`src/rtl/imm_gen_pipe.sv`:
```
// Immediate generator for dispatch: decodes the RISC-V immediate from instr[31:7]
// and queues it with its tag in a 2-entry ready/valid output buffer.
module imm_gen_pipe #(
  parameter int XLEN  = 32,
  parameter int TAG_W = 6,
  parameter int CNT_W = 8
) (
  input  logic             clk,
  input  logic             rst_n,
  input  logic             flush,
  input  logic             in_valid,
  output logic             in_ready,
  input  logic [24:0]      in_data,
  input  logic [2:0]       in_type,
  input  logic [TAG_W-1:0] in_tag,
  output logic             out_valid,
  input  logic             out_ready,
  output logic [XLEN-1:0]  out_imm,
  output logic [TAG_W-1:0] out_tag,
  output logic             out_err,
  output logic [CNT_W-1:0] err_count
);

  localparam int SH_W = (XLEN == 64) ? 6 : 5;

  typedef struct packed {
    logic [XLEN-1:0]  imm;
    logic [TAG_W-1:0] tag;
    logic             err;
  } entry_t;

  typedef enum logic [1:0] {
    EMPTY = 2'd0,
    ONE   = 2'd1,
    FULL  = 2'd2
  } state_e;

  // ---------------------------------------------------------------------------
  // Immediate decode (combinational, written into the buffer on push)
  // ---------------------------------------------------------------------------
  logic signed [11:0] i_s, s_s;
  logic signed [12:0] b_s;
  logic signed [20:0] j_s;
  logic signed [31:0] u_s;
  logic [SH_W-1:0]    shamt;
  logic [4:0]         zimm;
  entry_t             new_ent;

  assign i_s   = in_data[24:13];
  assign s_s   = {in_data[24:18], in_data[4:0]};
  assign b_s   = {in_data[24], in_data[0], in_data[23:18], in_data[4:1], 1'b0};
  assign j_s   = {in_data[24], in_data[12:5], in_data[13], in_data[23:14], 1'b0};
  assign u_s   = {in_data[24:5], 12'b0};
  assign shamt = in_data[13+SH_W-1:13];
  assign zimm  = in_data[12:8];

  always_comb begin
    new_ent     = '0;
    new_ent.tag = in_tag;
    case (in_type)
      3'b000:  new_ent.imm = XLEN'(i_s);
      3'b001:  new_ent.imm = XLEN'(shamt);
      3'b010:  new_ent.imm = XLEN'(s_s);
      3'b011:  new_ent.imm = XLEN'(b_s);
      3'b100:  new_ent.imm = XLEN'(j_s);
      3'b101:  new_ent.imm = XLEN'(u_s);
      3'b110:  new_ent.imm = XLEN'(zimm);
      default: new_ent.err = 1'b1;
    endcase
  end

  // ---------------------------------------------------------------------------
  // Output buffer: state is the occupancy count
  // ---------------------------------------------------------------------------
  state_e           state_q, state_d;
  logic             rptr_q, rptr_d, wptr_q, wptr_d;
  entry_t           mem_q [2];
  logic [CNT_W-1:0] err_q, err_d;
  logic             push, pop;

  assign in_ready  = (state_q != FULL) & ~flush;
  assign out_valid = (state_q != EMPTY);
  assign push      = in_valid & in_ready;
  assign pop       = out_valid & out_ready;

  always_comb begin
    state_d = state_q;
    rptr_d  = rptr_q;
    wptr_d  = wptr_q;
    if (flush) begin
      state_d = EMPTY;
      rptr_d  = 1'b0;
      wptr_d  = 1'b0;
    end else begin
      if (push) wptr_d = ~wptr_q;
      if (pop)  rptr_d = ~rptr_q;
      case (state_q)
        EMPTY:   if (push) state_d = ONE;
        ONE:     if (push & ~pop) state_d = FULL;
                 else if (pop & ~push) state_d = EMPTY;
        FULL:    if (pop) state_d = ONE;
        default: state_d = EMPTY;
      endcase
    end
  end

  always_comb begin
    err_d = err_q;
    if (push && new_ent.err && err_q != '1) err_d = err_q + 1'b1;
  end

  always_ff @(posedge clk or negedge rst_n) begin
    if (!rst_n) begin
      state_q <= EMPTY;
      rptr_q  <= 1'b0;
      wptr_q  <= 1'b0;
      err_q   <= '0;
    end else begin
      state_q <= state_d;
      rptr_q  <= rptr_d;
      wptr_q  <= wptr_d;
      err_q   <= err_d;
    end
  end

  always_ff @(posedge clk or negedge rst_n) begin
    if (!rst_n) begin
      for (int i = 0; i < 2; i++) mem_q[i] <= '0;
    end else if (flush) begin
      for (int i = 0; i < 2; i++) mem_q[i] <= '0;
    end else if (push) begin
      mem_q[wptr_q] <= new_ent;
    end
  end

  entry_t head;
  always_comb begin
    head = '0;
    if (out_valid) head = mem_q[rptr_q];
  end

  assign out_imm   = head.imm;
  assign out_tag   = head.tag;
  assign out_err   = head.err;
  assign err_count = err_q;

endmodule

```
`config.mk`:
```
export PLATFORM = sky130hd
export DESIGN_NAME = imm_gen_pipe
export DESIGN_NICKNAME = d
export VERILOG_FILES = /design/src/rtl/imm_gen_pipe.sv
export SDC_FILE = /design/constraint.sdc
export NUM_CORES = 1
export LEC_CHECK = 0
export CAP_MARGIN = 15
export CORE_MARGIN = 1
export CORE_UTILIZATION = 47
export DETAILED_ROUTE_END_ITERATION = 16
export GPL_TIMING_DRIVEN = 0
export PLACE_DENSITY = 0.84
export SLEW_MARGIN = 15
export SYNTH_ARGS = -nofsm -noshare
export SYNTH_HDL_FRONTEND = slang
export SYNTH_SLANG_ARGS = --single-unit
```
`constraint.sdc`:
```
create_clock -name clk -period 3.05 [get_ports clk]
set_input_delay 0.61 -clock clk [delete_from_list [all_inputs] [get_ports clk]]
set_output_delay 0.61 -clock clk [all_outputs]
set_load 0.01 [all_outputs]
```
==> run_results.csv <==
group,metric,value,unit
synthesis,ys.flop_type,"dfrtp_1",
die,io_pins,88,
sta,finalClockSkew,0.00783,ns
clock_network,cts_buffer_depth,2,
drt,ant_nets,0,
synthesis,synth-seq-cells,90,
drt,detail_route.iter0.violations,168,
drt,drc,0,
clock_network,clkTransAtPathRegs,0.09,ns
placed_design,hpwl,8950,µm
placed_design,io_buffers,86,
finish,antenna_cells,0,
synthesis,async_flop_share,100,%
worst_setup_path,critPathArrivalTime,2.24,ns
die,rows,36,
clock_network,hold_buffers,0,
sta,timing.fmax,351,MHz
grt,grt_overflow,0,
clock_network,cts_made_buffers,9,
hold_path,hp-class,"in -> async",
sta,whs,0.209,ns
sta,min_period,2.85,ns
worst_setup_path,crit_path_max_fanout,10,
die,die_h,102,µm
grt,grt_max_degree,53,
finish,fin_nets,625,
sta,min_period_over_period,93.5,%
synthesis,yosys-top-cells-area,"dfrtp_1 48%, nand3b_1 13%, mux2i_1 8.3%",
sta,rsz0062_at_grt,"false",
clock_network,cts_resized,3,
clock_network,cts-root-buf,"clkbuf_8",
synthesis,synth_enable_flop_cells,0,
sta,timing_hold_violations_final,0,
drt,routed_wl,12600,µm
synthesis,yosys.area.top_type_share,48.1,%
synthesis,synth.avg_cell_area,9.62,µm²
grt,grt_antenna_before_repair,0,
sta,slew_headroom,57.6,%
finish,layout-drive-gt1-share,8.31,%
grt,grt_pass1_vias,4160,
synthesis,synth_cell_types,39,
die,die-width,102,µm
synthesis,synth_nets,527,
drt,post_drt_via_cell_ratio,5.67,
clock_network,cts_tree,"yes",
die,dieArea,0.0104,mm²
sta,drv_slew,0,
die,start_util,48.1,%
worst_setup_path,crit_path_end_kind,"primary output",
power,report.power.total,2570,µW
finish,area_growth,26.2,%
worst_setup_path,worstSetupPathType,"reg -> out",
worst_setup_path,required,2.44,ns
worst_setup_path,startpoint,"state_q[1]$_DFFE_PN0P_",
synthesis,ys_warn_count,0,
synthesis,synth.largest_area_cell,"dfrtp_1",
sta,setup_viol,0,
clock_network,cts_setup_buffers,0,
drt,avgRoutedWirePerCell,17.4,µm
die,core-area,0.00973,mm²
sta,tightest_slew,0.636,ns
power,peakVddDrop,0.000183,V
grt,grt_pass1_wl,20700,µm
worst_setup_path,reg2reg_from,"state_q[0]$_DFFE_PN0P_",
power,p_per_area,435,mW/mm²
synthesis,yosysSeqAreaShare,48.1,%
worst_setup_path,startpoint_type,"flop",
power,p_leak,0.00241,µW
placed_design,place_congestion,0.871,
drt,num_vias,4099,
drt,first_pass_iters,5,
clock_network,cts.sinks,90,
synthesis,syn_inst,487,
status,outcome,"complete, no violations",
grt,track_usage,26.2,%
run,max_cap_violations,0,
clock_network,clk_latency,0.36,ns
synthesis,synth.cell_area,0.00468,mm²
clock_network,h-tree-depth,3,
[Yosys cell counts, types with 3 or more instances]
cell type / count
nor2b_1: 8
inv_1: 3
nand3_1: 6
nor2_1: 47
o21ai_0: 31
nand2_1: 44
buf_2: 15
a21oi_1: 22
nand2b_1: 4
nand3b_1: 79
mux2i_1: 39
o21ai_1: 35
o221ai_1: 4
xor2_1: 7
dfrtp_1: 90
clkbuf_1: 22
[worst max-delay path, cell delays in order (launching register included)]
cell and delay, ns:
dfrtp_1 0.43, nor2_1 0.27, clkbuf_1 0.54, nor2_1 0.13, clkdlybuf4s50_1 0.52
[state kept, by name, summed over array words and instances (netlist names)]
signal,flops
mem_q,78
err_count,8
state_q,2
rptr_q,1
wptr_q,1
[power breakdown]
| part | total [µW] | switching, µW | internal [µW] | leakage, µW |
|---|---|---|---|---|
| clock | 739 | 441 | 298 | 0.0000827 |
| sequential | 1320 | 54.8 | 1260 | 0.00123 |
| combinational | 513 | 283 | 230 | 0.00110 |
[final timing paths]
| kind | slack [ns] | endpoint | depth (start not counted) |
|---|---|---|---|
| worst max-delay path | 0.20 | out_imm[17] | 4 |
| worst min-delay path | 0.21 | mem_q[26]$_DFFE_PN0P_ | 1 |
| worst max register to register | 1.33 | mem_q[65]$_DFFE_PN0P_ | 5 |
| worst min register to register | 0.52 | err_count[5]$_DFFE_PN0P_ | 1 |
| max in group asynchronous | 2.20 | mem_q[71]$_DFFE_PN0P_ | 2 |
| min in group clk | 0.52 | err_count[5]$_DFFE_PN0P_ | 1 |
[logic make-up (layout without fill, tap and decap cells)]
family	Yosys count	count (layout)	synth area share, %
mux	42	42	9.11
flops	90	90	48.1
xor+xnor	8	8	1.50
buf+inv	44	147	4.09
compound gates	97	97	11.0
simple gates	205	205	26.0
fa+ha+maj	1	1	0.267
[per-layer routing]
metal / track usage (%) / share of wire [%]
met5: 0 / 0
met4: 12.4 / 2.8
met3: 3.01 / 4.8
met2: 42.2 / 48
met1: 35.5 / 44
[cell type report]
cell class | instances | area, µm²
Timing Repair Buffer | 87 | 886
Sequential cell | 90 | 2250
Buffer | 41 | 185
Clock buffer | 10 | 128
Tap cell | 133 | 166
Multi-Input combinational cell | 353 | 2240
Clock inverter | 6 | 42.5
Fill cell | 850 | 3820
Inverter | 3 | 11.3
[per-stage QoR]
stage	instances	TNS (ns)	setup slack (ns)	cell area, µm²	utilization [%]
after CTS	723	0	0.0359	5910	60.8
after global placement	706	-154.17	-1.72	5710	58.7
after detailed placement	707	-0.128	-0.128	5740	59.0
after global routing	723	0	0.0613	5910	60.8
final	723	0	0.197	5910	60.8
after floorplan	487	0	1.17	4680	-
[cells in the final DEF, fill, tap and decap left out, types with 2 or more instances in the layout]
| cell | n |
|---|---|
| a21oi_1 | 22 |
| and2_1 | 2 |
| buf_2 | 16 |
| buf_4 | 3 |
| clkbuf_1 | 20 |
| clkbuf_2 | 3 |
| clkbuf_8 | 9 |
| clkdlybuf4s50_1 | 85 |
| clkinv_2 | 2 |
| clkinvlp_4 | 2 |
| dfrtp_1 | 90 |
| inv_1 | 3 |
| mux2_1 | 2 |
| mux2i_1 | 39 |
| nand2_1 | 44 |
| nand2b_1 | 4 |
| nand3_1 | 6 |
| nand3b_1 | 79 |
| nor2_1 | 47 |
| nor2b_1 | 8 |
| nor3b_2 | 2 |
| nor4_2 | 2 |
| nor4b_2 | 2 |
| o21ai_0 | 31 |
| o21ai_1 | 35 |
| o221ai_1 | 4 |
| o31ai_1 | 2 |
| xor2_1 | 7 |
(Power assumes the default switching activity.)
